$ cat src/rtl/map_tile_renderer_if.sv
// Bus between the VGA timing side, the map RAM and the tile renderer.
// pix_valid qualifies sx/sy every cycle with no backpressure; rgb_valid marks R/G/B three cycles later.
interface map_tile_renderer_if #(
    parameter int AW = 10
);
    logic          frame_start;
    logic          flash_en;
    logic          pix_valid;
    logic [9:0]    sx;
    logic [9:0]    sy;
    logic [AW-1:0] map_addr;
    logic [3:0]    map_code;
    logic [3:0]    R;
    logic [3:0]    G;
    logic [3:0]    B;
    logic          rgb_valid;

    modport master (
        output frame_start, flash_en, pix_valid, sx, sy, map_code,
        input  map_addr, R, G, B, rgb_valid
    );

    modport slave (
        input  frame_start, flash_en, pix_valid, sx, sy, map_code,
        output map_addr, R, G, B, rgb_valid
    );
endinterface

$ cat src/rtl/map_tile_renderer.sv
// Three-stage tile renderer: coordinate -> map address -> tile code -> RGB,
// with a frame-driven blink phase for power pellets and level-complete wall flashing.
module map_tile_renderer #(
    parameter int          TILE_BITS    = 3,
    parameter int          MAP_W        = 28,
    parameter int          MAP_H        = 31,
    parameter int          BLINK_FRAMES = 16,
    parameter logic [11:0] WALL_COLOR   = 12'h00F,
    parameter logic [11:0] PELLET_COLOR = 12'hFB9,
    parameter logic [11:0] DOOR_COLOR   = 12'hFBF
) (
    input logic               clk,
    input logic               rst_n,
    map_tile_renderer_if.slave bus
);
    localparam int AW = $clog2(MAP_W * MAP_H);
    localparam int CW = (BLINK_FRAMES > 1) ? $clog2(BLINK_FRAMES) : 1;
    localparam logic [TILE_BITS-1:0] C    = TILE_BITS'(1 << (TILE_BITS - 1));
    localparam logic [TILE_BITS-1:0] C_M1 = TILE_BITS'((1 << (TILE_BITS - 1)) - 1);
    localparam logic [TILE_BITS-1:0] C_M2 = TILE_BITS'((1 << (TILE_BITS - 1)) - 2);
    localparam logic [TILE_BITS-1:0] C_P1 = TILE_BITS'((1 << (TILE_BITS - 1)) + 1);
    localparam logic [9:0] MAP_W_L = 10'(MAP_W);
    localparam logic [9:0] MAP_H_L = 10'(MAP_H);

    // Stage 1: tile decode
    logic [9:0]           col, row;
    logic                 off_map;
    logic [AW-1:0]        lin;
    logic [AW-1:0]        addr_d, addr_q;
    logic [TILE_BITS-1:0] fx1_q, fy1_q, fx2_q, fy2_q;
    logic                 v1_q, v2_q, off1_q, off2_q;

    assign col     = bus.sx >> TILE_BITS;
    assign row     = bus.sy >> TILE_BITS;
    assign off_map = (col >= MAP_W_L) || (row >= MAP_H_L);
    assign lin     = AW'(row) * AW'(MAP_W) + AW'(col);
    assign addr_d  = off_map ? '0 : lin;

    always_ff @(posedge clk or negedge rst_n) begin
        if (!rst_n) begin
            addr_q <= '0;
            fx1_q  <= '0;
            fy1_q  <= '0;
            v1_q   <= 1'b0;
            off1_q <= 1'b0;
            fx2_q  <= '0;
            fy2_q  <= '0;
            v2_q   <= 1'b0;
            off2_q <= 1'b0;
        end else begin
            addr_q <= addr_d;
            fx1_q  <= bus.sx[TILE_BITS-1:0];
            fy1_q  <= bus.sy[TILE_BITS-1:0];
            v1_q   <= bus.pix_valid;
            off1_q <= off_map;
            // Stage 2 lines up with the RAM's one-cycle read latency.
            fx2_q  <= fx1_q;
            fy2_q  <= fy1_q;
            v2_q   <= v1_q;
            off2_q <= off1_q;
        end
    end

    // Blink counter
    logic [CW-1:0] frame_cnt_d, frame_cnt_q;
    logic          blink_d, blink_q;

    always_comb begin
        frame_cnt_d = frame_cnt_q;
        blink_d     = blink_q;
        if (bus.frame_start) begin
            if (frame_cnt_q == CW'(BLINK_FRAMES - 1)) begin
                frame_cnt_d = '0;
                blink_d     = ~blink_q;
            end else begin
                frame_cnt_d = frame_cnt_q + 1'b1;
            end
        end
    end

    always_ff @(posedge clk or negedge rst_n) begin
        if (!rst_n) begin
            frame_cnt_q <= '0;
            blink_q     <= 1'b0;
        end else begin
            frame_cnt_q <= frame_cnt_d;
            blink_q     <= blink_d;
        end
    end

    // Stage 3: tile code to colour
    logic        h_c, v_c, in_pel, in_pwr, lit;
    logic [11:0] wall_rgb, rgb_d, rgb_q;
    logic        rgb_valid_q;

    assign h_c      = (fy2_q == C);
    assign v_c      = (fx2_q == C);
    assign in_pel   = ((fx2_q == C_M1) || (fx2_q == C)) && ((fy2_q == C_M1) || (fy2_q == C));
    assign in_pwr   = (fx2_q >= C_M2) && (fx2_q <= C_P1) && (fy2_q >= C_M2) && (fy2_q <= C_P1);
    assign wall_rgb = (bus.flash_en && blink_q) ? 12'hFFF : WALL_COLOR;

    always_comb begin
        lit = 1'b0;
        case (bus.map_code)
            4'd1:    lit = h_c;
            4'd2:    lit = v_c;
            4'd3:    lit = (h_c && fx2_q >= C) || (v_c && fy2_q >= C);
            4'd4:    lit = (h_c && fx2_q <= C) || (v_c && fy2_q >= C);
            4'd5:    lit = (h_c && fx2_q <= C) || (v_c && fy2_q <= C);
            4'd6:    lit = (h_c && fx2_q >= C) || (v_c && fy2_q <= C);
            default: lit = 1'b0;
        endcase
    end

    always_comb begin
        rgb_d = '0;
        if (v2_q && !off2_q) begin
            if (lit) begin
                rgb_d = wall_rgb;
            end else if (bus.map_code == 4'd7 && in_pel) begin
                rgb_d = PELLET_COLOR;
            end else if (bus.map_code == 4'd8 && in_pwr && !blink_q) begin
                rgb_d = PELLET_COLOR;
            end else if (bus.map_code == 4'd9 && h_c) begin
                rgb_d = DOOR_COLOR;
            end
        end
    end

    always_ff @(posedge clk or negedge rst_n) begin
        if (!rst_n) begin
            rgb_q       <= '0;
            rgb_valid_q <= 1'b0;
        end else begin
            rgb_q       <= rgb_d;
            rgb_valid_q <= v2_q;
        end
    end

    assign bus.map_addr  = addr_q;
    assign bus.R         = rgb_q[11:8];
    assign bus.G         = rgb_q[7:4];
    assign bus.B         = rgb_q[3:0];
    assign bus.rgb_valid = rgb_valid_q;
endmodule

$ cat src/flat_wrapper.sv
// flat-port wrapper written by rule: the top's interface ports become plain ports
module map_tile_renderer_flat 
#(
    parameter int          TILE_BITS    = 3,
    parameter int          MAP_W        = 28,
    parameter int          MAP_H        = 31,
    parameter int          BLINK_FRAMES = 16,
    parameter logic [11:0] WALL_COLOR   = 12'h00F,
    parameter logic [11:0] PELLET_COLOR = 12'hFB9,
    parameter logic [11:0] DOOR_COLOR   = 12'hFBF
)
  (clk, rst_n, bus_frame_start, bus_flash_en, bus_pix_valid, bus_sx, bus_sy, bus_map_code, bus_map_addr, bus_R, bus_G, bus_B, bus_rgb_valid);
  map_tile_renderer_if #(.AW(10)) bus_i ();
  input logic clk;
  input logic rst_n;
  input wire logic [$bits(bus_i.frame_start)-1:0] bus_frame_start;
  input wire logic [$bits(bus_i.flash_en)-1:0] bus_flash_en;
  input wire logic [$bits(bus_i.pix_valid)-1:0] bus_pix_valid;
  input wire logic [$bits(bus_i.sx)-1:0] bus_sx;
  input wire logic [$bits(bus_i.sy)-1:0] bus_sy;
  input wire logic [$bits(bus_i.map_code)-1:0] bus_map_code;
  output wire logic [$bits(bus_i.map_addr)-1:0] bus_map_addr;
  output wire logic [$bits(bus_i.R)-1:0] bus_R;
  output wire logic [$bits(bus_i.G)-1:0] bus_G;
  output wire logic [$bits(bus_i.B)-1:0] bus_B;
  output wire logic [$bits(bus_i.rgb_valid)-1:0] bus_rgb_valid;
  assign bus_i.frame_start = bus_frame_start;
  assign bus_i.flash_en = bus_flash_en;
  assign bus_i.pix_valid = bus_pix_valid;
  assign bus_i.sx = bus_sx;
  assign bus_i.sy = bus_sy;
  assign bus_i.map_code = bus_map_code;
  assign bus_map_addr = bus_i.map_addr;
  assign bus_R = bus_i.R;
  assign bus_G = bus_i.G;
  assign bus_B = bus_i.B;
  assign bus_rgb_valid = bus_i.rgb_valid;
  map_tile_renderer #(.TILE_BITS(TILE_BITS), .MAP_W(MAP_W), .MAP_H(MAP_H), .BLINK_FRAMES(BLINK_FRAMES), .WALL_COLOR(WALL_COLOR), .PELLET_COLOR(PELLET_COLOR), .DOOR_COLOR(DOOR_COLOR)) u_core (.clk(clk), .rst_n(rst_n), .bus(bus_i));
endmodule
$ cat config.mk
export PLATFORM = sky130hd
export DESIGN_NAME = map_tile_renderer_flat
export DESIGN_NICKNAME = d
export VERILOG_FILES = /design/src/rtl/map_tile_renderer_if.sv /design/src/rtl/map_tile_renderer.sv /design/src/flat_wrapper.sv
export SDC_FILE = /design/constraint.sdc
export NUM_CORES = 1
export LEC_CHECK = 0
export CORE_ASPECT_RATIO = 1.4
export CORE_MARGIN = 2
export CORE_UTILIZATION = 44
export CTS_CLUSTER_SIZE = 12
export DETAILED_ROUTE_END_ITERATION = 8
export PLACE_DENSITY_LB_ADDON = 0.08
export SETUP_SLACK_MARGIN = 0.5
export SKIP_LAST_GASP = 1
export SLEW_MARGIN = 20
export SYNTH_ARGS = -nofsm -noshare
export SYNTH_HDL_FRONTEND = slang
export SYNTH_SLANG_ARGS = --single-unit
$ cat constraint.sdc
create_clock -name clk -period 1.64 [get_ports clk]
set_input_delay 0.246 -clock clk [delete_from_list [all_inputs] [get_ports clk]]
set_output_delay 0.246 -clock clk [all_outputs]
set_load 0.05 [all_outputs]
Yosys cells after proc, flatten, opt, wreduce, memory -nomap -nowiden
Cells that the tools add are included. W data, S select, Z words.

Register bits: 44. Output and inout bits: 23. Input bits: 29. Word-level logic and storage cells: 74.

Bitwise operators: 1. Order comparisons: 10. Equality and inequality tests: 14. Muxes and demuxes: 9. Add/subtract/negate cells: 2. Reduce and logical (&&, ||, !) cells: 24. Multiply operators: 1.

Operators with widths (number): $mux W12 (6); $eq A4 B3 Y1 const B (4); $ge A7 B5 Y1 const B (2); $logic_and A1 B1 Y1 (14); $eq A4 B4 Y1 const B (3); $le A3 B3 Y1 const B (4); $add A10 B7 Y10 (1); $mux W10 (1); $eq A4 B2 Y1 const B (2); $mul A7 B3 Y8 const B (1); $logic_or A1 B1 Y1 (7); $eq A3 B2 Y1 const B (2); $eq A3 B3 Y1 const B (2); $ge A3 B2 Y1 const B (2); $ge A3 B3 Y1 const B (2); $pmux W1 S6 (1); $add A4 B1 Y4 const B (1); $eq A4 B1 Y1 const B (1); $mux W4 (1); $logic_not A1 Y1 (2); $reduce_and A2 Y1 (1); $not A1 Y1 (1).

Depth between registers and ports, before layout
Gate-level depths: netlist of run 1.

Depth after elaboration: 10. Mapped depth: 9. Depth with buffers taken out: 9.

Worst setup path after synthesis of run 1
OpenSTA, ideal clock, no wires.

Kind: input-to-reg. From: input port bus_sy[3]. To: register u_core.addr_q[9] (netlist: u_core.bus.map_addr[9]). Path slack: -883 ps. Library setup time: 140 ps. Buffers on the path: 0. Data arrival time: 2384 ps. Data required time: 1500 ps. Stages: 9. Path through: fa_1 ha_1 fa_1 ha_1 o21ai_0 o21ai_0 a21oi_1 o311ai_0 o41ai_1.

Longest elaborated chain between the ends: 3. Elaborated cells on any way between the ends: 5. Those cells by class: add/sub: 1; mul: 1; order compare: 1; mux: 1; reduce/logical: 1.

RTL lines: start, declared (RTL line flat_wrapper.sv:20) `input wire logic [$bits(bus_i.sy)-1:0] bus_sy;`; $mul A7 B3 Y8 or $ge A7 B5 Y1 (tied branches) (RTL line map_tile_renderer.sv:36, map_tile_renderer.sv:35); $add A10 B7 Y10 or $logic_or A1 B1 Y1 (tied branches) (RTL line map_tile_renderer.sv:36, map_tile_renderer.sv:35); $mux W10 * (RTL line map_tile_renderer.sv:37) `assign addr_d = off_map ? '0 : lin;`; via u_core.addr_d[9] (RTL line map_tile_renderer.sv:29) `logic [AW-1:0] addr_d, addr_q;`; end signal, assigned (RTL line map_tile_renderer.sv:51) `addr_q <= addr_d;`; end, declared (RTL line map_tile_renderer.sv:29).

The timed path passes the listed nets; every way through them passes the cells marked *. A chain may end at the register's enable or synchronous reset.

Final worst setup path of run 1
Same ends and word-level chain as after synthesis.

==> out/qor.yml, run 1 <==
detailed_routing:
  routed_via_density: 5.13
  routed-via-count: 1745
  drt_wl_total_um: 4910
  drc: 0
  antenna_left: 0
  drt-pass1-iter-count: 4
  drt_iter0_markers: 80
  wire_per_inst_um: 14.4
place:
  io_buffer_count: 51
  gp_congestion: 0.779
  dpl.hpwl_um: 3780
timing:
  max_slew_margin: 0.655
  final_hold_viol_count: 0
  fin_setup_tns_ns: -2.97
  period_minus_slack_ns: 2.33
  fin_worst_skew_ns: 0.00448
  period_share: 1.42
  hold_ws_ns: 0.305
  rsz0062_at_grt: "true"
  finalMaxSlewViolations: 0
  fmax_ghz: 0.430
  tightest_slew_ns: 0.516
  setup_viol: 6
  fin_ws_ns: -0.688
setup_path:
  path_max_fanout: 3
  cp-start-kind: "input port"
  critPathMaxStageDelay_ns: 0.57
  cp.arrival_ns: 2.48
  critical_path.endpoint_type: "register"
  critPathKind: "input port to register"
  crit_top_cell: "ha_4"
  slowest_stage: "fa_1"
  reg2reg_slack_ns: -0.03
  crit_chain: "buf_6 > fa_1 > ha_4 > fa_2 > ha_4 > o21ai_2 > o21ai_1 > a21oi_2 > o311ai_1 > o41ai_1"
  required_ns: 1.79
clocking:
  path_clk_slew_ns: 0.07
  htreeDepth: 2
  cts_buffers: 5
  cts-root-buf: "clkbuf_8"
  clock_latency_ns: 0.28
  cts_tree: "yes"
  cts.sinks: 36
  cts_buffer_depth: 2
synthesis:
  synth_nets: 240
  async_flop_share: 1.00
  netlist_instances: 185
  synth-seq-area-share: 0.438
  synth_edf_count: 0
  yosysWarningCount: 0
  syn_avg_cell_area_um2: 11.1
  ys_types: 46
  dominantRegCellSynth: "dfrtp_1"
  syn-cell-area_um2: 2060
  yosys_register_bits: 36
grt:
  grt_use_total: 0.207
  grt_max_degree: 14
  antenna_found_initial: 0
  gr-total-overflow: 0
  grt_pass1_vias: 1847
  grt_pass1_wl_um: 7870
power:
  vdd_drop_max_mv: 0.433
  p_per_area_nw_per_um2: 879
  p_leak_uw: 0.00150
die:
  die_w_um: 61.8
  pin_count: 52
  die_h_um: 84.9
  row_count: 29
  core_area_um2: 4500
  start_util: 0.457
  design.die.area_um2: 5250
final_layout:
  final_nets: 332
  diodes: 0
  final_layout_size_suffix_gt1_frac: 0.435
  syn2layout_area_growth_pct: 59.6
hold_path:
  hold_class: "input port to async pin"
outcome:
  violations: "setup timing"
  status: "finished, violations left"
run:
  drv_cap: 0
==> worst paths after layout <==
kind                       cells past startpoint                endpoint            start
max                                           10  u_core.bus.map_addr[9]        bus_sy[3]
min                                            1   u_core.frame_cnt_q[0]            rst_n
max reg2reg                                    5        u_core.rgb_q[10]  u_core.fy2_q[1]
min reg2reg                                    0         u_core.fx2_q[0]  u_core.fx1_q[0]
max in group asynchronous                      2             u_core.v1_q            rst_n
min in group clk                               0         u_core.fx2_q[0]  u_core.fx1_q[0]
==> cell usage in the layout (no fill, tap or decap), drive strengths merged, types with 6 or more instances in the layout <==
cell type	instances
ha	18
buf	72
dfrtp	36
o21ai	8
nand2	6
dlygate4sd2	7
clkdlybuf4s50	13
a21oi	10
fa	8
nor2	10
inv	10
nand4	7
clkbuf	7
==> through the flow <==
stage                     total power, µW  worst slack (ns)  cell area (µm²)   util  cells
after global placement               1890             -1.38             2840  0.632    323
after CTS                            2880            -0.650             3190  0.709    339
after detailed placement             1930             -1.46             2840  0.632    323
after global routing                 3060            -0.760             3280  0.730    340
after floorplan                      1540            -0.814             2110      -    185
final                                2890            -0.688             3280  0.730    340
==> metal layers <==
layer	GRT usage	share of wire	wire length, µm
met2	0.416	0.63	3100
met4	0.0870	0.023	115
met1	0.182	0.31	1530
met5	0	0	0
met3	0.0320	0.032	159
==> synthesized netlist by cell type, types with 2 or more instances <==
library cell  instances  area [µm²]
nand2b_1              3        18.8
nor2b_1               5        31.3
and3b_1               2        17.5
ha_1                 18         225
a21oi_1              10        50.1
or3_1                 2        12.5
dfrtp_1              36         901
a21o_1                3        22.5
nor3_1                4        20.0
nor3b_1               4        30.0
nand3_1               4        20.0
fa_1                  8         160
and2_1                3        18.8
a211oi_1              3        22.5
xnor2_1               4        35.0
buf_4                 8        60.1
xor2_1                3        26.3
nand2_1               6        22.5
o21ai_0               8        40.0
nor2_1               10        37.5
inv_1                 9        33.8
a311oi_1              2        17.5
nand4_1               7        43.8
==> kinds of logic (layout without fill, tap and decap cells) <==
| logic type | count (synthesis) | after routing | synth area share |
|---|---|---|---|
| AOI/OAI and AO/OA | 34 | 34 | 0.105 |
| xor gates and xnor gates | 7 | 7 | 0.0298 |
| adders and majority gates | 26 | 26 | 0.187 |
| buffers and inverters | 21 | 114 | 0.0572 |
| DFF | 36 | 36 | 0.438 |
| muxes | 2 | 2 | 0.0103 |
| and+or+nand+nor | 59 | 59 | 0.173 |
==> timing repair <==
action                                  CTS  global route
resized for setup                        77            22
setup buffers                             8             1
hold buffers                              0             0
pin swaps                                24            12
endpoints found under the setup margin   22            28
endpoints found under the hold margin     0             0
==> report_power, final <==
group / internal (µW) / switching (µW) / total, µW / leakage (µW)
clock: 536 / 294 / 830 / 0.0000645
sequential: 971 / 74.2 / 1040 / 0.000445
combinational: 533 / 477 / 1010 / 0.000991
==> flip-flops by register name, indices dropped and copies added, names as in the netlist <==
register and count:
u_core.blink_q 1, u_core.bus.map_addr 10, u_core.bus.rgb_valid 1, u_core.frame_cnt_q 4, u_core.fx1_q 3, u_core.fx2_q 3
u_core.fy1_q 3, u_core.fy2_q 3, u_core.off1_q 1, u_core.off2_q 1, u_core.rgb_q 4, u_core.v1_q 1
u_core.v2_q 1
==> critical path: cells and delay by family <==
family / cells / cell delay (ns)
adders and majority gates: 4 / 1.47
AOI/OAI and AO/OA: 5 / 0.66
buffers and inverters: 1 / 0.10
==> final cells by class <==
class / instances / area (µm²)
Tap cell: 62 / 77.6
Clock inverter: 1 / 30.0
Fill cell: 364 / 1220
Inverter: 10 / 42.5
Clock buffer: 7 / 96.3
Sequential cell: 36 / 903
Timing Repair Buffer: 96 / 911
Multi-Input combinational cell: 128 / 1220
Power figures use the tool's default switching activity.
==> run 2, diff against run 1 <==
SETUP_SLACK_MARGIN = not set   (was 0.5)
==> out/qor.yml, run 2 (synthesized netlist as in run 1, its figures left out) <==
final_layout:
  syn2layout_area_growth_pct: 46.5
  fillers: 380
  final_nets: 323
  layout_common_cells: "buf_4, dfrtp_1, clkdlybuf4s50_1"
  diodes: 0
  final_cells: 331
  final_cell_area_um2: 3010
  layout.cells.most_common: "buf_4"
  largest_reg_flops: 10
  finalCoreUtilization: 0.670
  final_layout_size_suffix_gt1_frac: 0.379
grt:
  grt_pass1_wl_um: 7450
  grt_max_degree: 37
  antenna_found_initial: 0
  gr-total-overflow: 0
  grt_use_total: 0.192
  grt_pass1_vias: 1803
setup_path:
  r2r-end: "u_core.rgb_q[10]"
  reg2reg_slack_ns: 0
  critical_path.endpoint_type: "register"
  required_ns: 1.79
  regToRegStartpoint: "u_core.fy2_q[2]"
  cp.arrival_ns: 2.47
  cp-start-kind: "input port"
  worstRegToRegCells: 5
  path_max_fanout: 3
  critPathKind: "input port to register"
clocking:
  cts.sinks: 36
  cts_tree: "yes"
  path_clk_slew_ns: 0.07
  cts-root-buf: "clkbuf_8"
  htreeDepth: 2
  cts_buffers: 5
  clock_latency_ns: 0.28
  cts_buffer_depth: 2
timing:
  final_hold_viol_count: 0
  setup_viol: 6
  tightest_slew_ns: 0.427
  max_slew_margin: 0.715
  period_share: 1.41
  fin_ws_ns: -0.679
  rsz0062_at_grt: "true"
  period_minus_slack_ns: 2.32
  finalMaxSlewViolations: 0
  fin_worst_skew_ns: 0.00360
  fmax_ghz: 0.431
die:
  die_w_um: 61.8
  design.die.area_um2: 5250
  start_util: 0.457
  row_count: 29
  die_h_um: 84.9
  pin_count: 52
  core_area_um2: 4500
power:
  p_leak_uw: 0.00139
  p_per_area_nw_per_um2: 872
  vdd_drop_max_mv: 0.365
hold_path:
  hold_class: "register to register"
  whs_endpoint: "u_core.v2_q"
  hold_depth: 0
  hp-start: "u_core.v1_q"
detailed_routing:
  routed_via_density: 5.13
  drt-pass1-iter-count: 3
  drt_iter0_markers: 59
  wire_per_inst_um: 13.8
  routed-via-count: 1698
  drt_wl_total_um: 4550
  antenna_left: 0
  drc: 0
place:
  dp.cells: 318
  placed_cell_area_um2: 2760
  io_buffer_count: 51
  gp_congestion: 0.798
  dpl.hpwl_um: 3570
outcome:
  violations: "setup timing"
  status: "finished, violations left"
run:
  drv_cap: 0
==> run 2: cell types whose count changed in the layout (fill, tap and decap cells not counted), moves of 3 or more <==
cell / previous run / this run
clkdlybuf4s50_1: 13 / 17
buf_6: 16 / 1
buf_4: 47 / 58
ha_1: 10 / 14
clkdlybuf4s15_2: 3 / 0
inv_1: 6 / 9
buf_8: 8 / 1
ha_4: 6 / 3
==> run 2: cell type report <==
| class | instances | area (µm²) | share of cell area |
|---|---|---|---|
| clock inverter | 2 | 10.0 | 0.00332 |
| inverter | 10 | 37.5 | 0.0125 |
| clock buffer | 6 | 82.6 | 0.0274 |
| timing repair buffer | 87 | 714 | 0.237 |
| tap | 62 | 77.6 | 0.0257 |
| sequential | 36 | 902 | 0.299 |
| multi-input combinational | 128 | 1190 | 0.395 |
==> run 2: repair_timing <==
item                       CTS  global route
buffers inserted             2             2
hold buffers                 1             0
pin swaps                   16            17
setup endpoints to repair   14             9
hold endpoints to repair     8             0
gates resized for setup     37            15
==> run 2: worst max path at each step <==
stage                          from                     end  slack, ns
after global routing      bus_sy[5]  u_core.bus.map_addr[9]      -0.72
after detailed placement  bus_sy[4]  u_core.bus.map_addr[9]      -1.45
final                     bus_sy[5]  u_core.bus.map_addr[9]      -0.68
after floorplan           bus_sy[3]  u_core.bus.map_addr[9]      -0.81
after global placement    bus_sy[4]  u_core.bus.map_addr[9]      -1.35
after CTS                 bus_sy[5]  u_core.bus.map_addr[9]      -0.71
==> run 2: metrics by stage <==
step	total power, µW	hold slack [ns]	worst slack (ns)	setup TNS [ns]
6_report	2630	0.352	-0.679	-2.89
3_5_place_dp	1900	0.300	-1.45	-11.21
5_1_grt	2810	0.361	-0.720	-3.26
3_3_place_gp	1850	0.291	-1.35	-9.94
2_1_floorplan	1540	-0.0496	-0.814	-3.05
4_1_cts	2560	0.356	-0.708	-2.92
==> run 2: where the power goes <==
part	leakage, µW	switching, µW	internal, µW
Clock	0.0000510	290	335
Sequential	0.000447	89.0	971
Combinational	0.000890	455	489
==> run 2: metal layers <==
layer / global-route usage / part of all wire
met5: 0 / 0
met4: 0.0870 / 0.026
met3: 0.0274 / 0.037
met2: 0.393 / 0.61
met1: 0.162 / 0.32
==> run 2: critical path: stages <==
cell and delay (ns):
buf_8 0.10, fa_1 0.55, ha_2 0.21, fa_2 0.44, ha_4 0.29, o21ai_2 0.06, o21ai_2 0.12, a21oi_2 0.08
o311ai_1 0.27, o41ai_1 0.11
==> run 3, diff against run 2 <==
PLACE_DENSITY_LB_ADDON = 0.05   (was 0.08)
==> out/qor.yml, run 3 (synthesized netlist as in run 1, its figures left out) <==
outcome:
  status: "finished, violations left"
  violations: "setup timing"
final_layout:
  layout_common_cells: "buf_4, dfrtp_1, clkdlybuf4s50_1"
  final_nets: 323
  final_layout_size_suffix_gt1_frac: 0.361
  diodes: 0
  largest_reg_flops: 10
  layout.cells.most_common: "buf_4"
  syn2layout_area_growth_pct: 45.1
setup_path:
  crit_chain: "buf_8 > buf_4 > fa_2 > fa_2 > ha_4 > o21ai_2 > o21ai_1 > a21oi_2 > o311ai_1 > o41ai_1"
  critPathKind: "input port to register"
  cp-start-kind: "input port"
  cp.arrival_ns: 2.44
  crit_top_cell: "fa_2"
  path_max_fanout: 3
  critical_path.endpoint_type: "register"
  startpoint: "bus_sy[4]"
  slowest_stage: "fa_2"
  required_ns: 1.79
  worstRegToRegCells: 5
  critPathMaxStageDelay_ns: 0.60
  regToRegStartpoint: "u_core.fy2_q[2]"
timing:
  fin_worst_skew_ns: 0.00704
  period_share: 1.40
  finalMaxSlewViolations: 0
  fmax_ghz: 0.435
  period_minus_slack_ns: 2.30
  setup_viol: 6
  rsz0062_at_grt: "true"
  hold_ws_ns: 0.0363
  max_slew_margin: 0.502
  fin_ws_ns: -0.657
  final_hold_viol_count: 0
  tightest_slew_ns: 0.746
place:
  dpl.hpwl_um: 3530
  gp_congestion: 0.760
  io_buffer_count: 51
grt:
  antenna_found_initial: 0
  grt_max_degree: 37
  grt_pass1_vias: 1763
  gr-total-overflow: 0
  grt_pass1_wl_um: 7180
  grt_use_total: 0.182
die:
  pin_count: 52
  die_w_um: 61.8
  start_util: 0.457
  row_count: 29
  die_h_um: 84.9
  core_area_um2: 4500
  design.die.area_um2: 5250
clocking:
  cts-root-buf: "clkbuf_8"
  cts_tree: "yes"
  cts_buffer_depth: 2
  path_clk_slew_ns: 0.07
  clock_latency_ns: 0.27
  htreeDepth: 2
  cts.sinks: 36
  cts_buffers: 5
  holdBufCountCts: 0
detailed_routing:
  drt_iter0_markers: 53
  routed-via-count: 1666
  antenna_left: 0
  wire_per_inst_um: 13.2
  routed_via_density: 5.03
  drt-pass1-iter-count: 4
  drt_wl_total_um: 4360
  drc: 0
power:
  vdd_drop_max_mv: 0.430
  p_leak_uw: 0.00140
  p_per_area_nw_per_um2: 876
  power_uw: 2620
run:
  drv_cap: 0
hold_path:
  hold_class: "input port to async pin"
-- run 3: cell count changes in the layout (fill, tap and decap cells not counted), moves of 2 or more --
| cell | change |
|---|---|
| nor3_2 | -2 |
| buf_4 | +2 |
| clkinv_2 | -2 |
| clkbuf_1 | +2 |
| nor3_1 | +2 |
| a21oi_1 | +2 |
| a21oi_2 | -2 |
-- run 3: where the power goes --
part,switching (µW),internal [µW],leakage [µW]
Sequential,83.1,971,0.000447
Clock,269,342,0.0000455
Combinational,454,497,0.000905
Total,806,1810,0.00140
-- run 3: repair_timing --
item	in CTS	in global routing
setup endpoints to repair	14	9
pin swaps	12	13
resized for setup	36	11
gates cloned	0	0
setup buffers	3	1
hold endpoints to repair	0	0
-- run 3: per-layer routing --
| metal | vias up | global-route usage | routed length, µm |
|---|---|---|---|
| li1 | 817 | - | - |
| met1 | 801 | 0.162 | 1400 |
| met2 | 42 | 0.372 | 2730 |
| met3 | 6 | 0.0229 | 150 |
| met4 | 0 | 0.0696 | 71 |
| met5 | - | 0 | 0 |
-- run 3: final timing paths --
kind / to / slack, ns
max in group asynchronous: u_core.fy2_q[2] / 1.08
hold / removal: u_core.fx1_q[0] / 0.04
setup / recovery: u_core.bus.map_addr[9] / -0.66
hold reg to reg: u_core.fy2_q[1] / 0.35
setup reg to reg: u_core.rgb_q[10] / -0.02
min in group clk: u_core.fy2_q[1] / 0.35
-- run 3: area by class of cell --
| cell class | count | area [µm²] |
|---|---|---|
| Timing Repair Buffer | 87 | 709 |
| Sequential cell | 36 | 902 |
| Tap cell | 62 | 77.6 |
| Fill cell | 380 | 1510 |
| Inverter | 10 | 37.5 |
| Multi-Input combinational cell | 128 | 1170 |
| Clock buffer | 8 | 90.1 |
-- run 3: metrics by stage --
stage	utilization	worst slack, ns	TNS, ns	instance area (µm²)	instances
after floorplan	-	-0.814	-3.05	2080	185
after detailed placement	0.615	-1.42	-10.83	2770	319
after CTS	0.648	-0.656	-2.78	2920	330
after global placement	0.615	-1.37	-10.21	2770	319
after global routing	0.664	-0.726	-3.51	2990	331
final	0.664	-0.657	-2.86	2990	331
-- run 3: worst max-delay path: cells and delay by family --
kind | cells | cell delay (ns)
AOI/OAI and AO/OA | 5 | 0.63
adders and majority gates | 3 | 1.35
buffers and inverters | 2 | 0.23
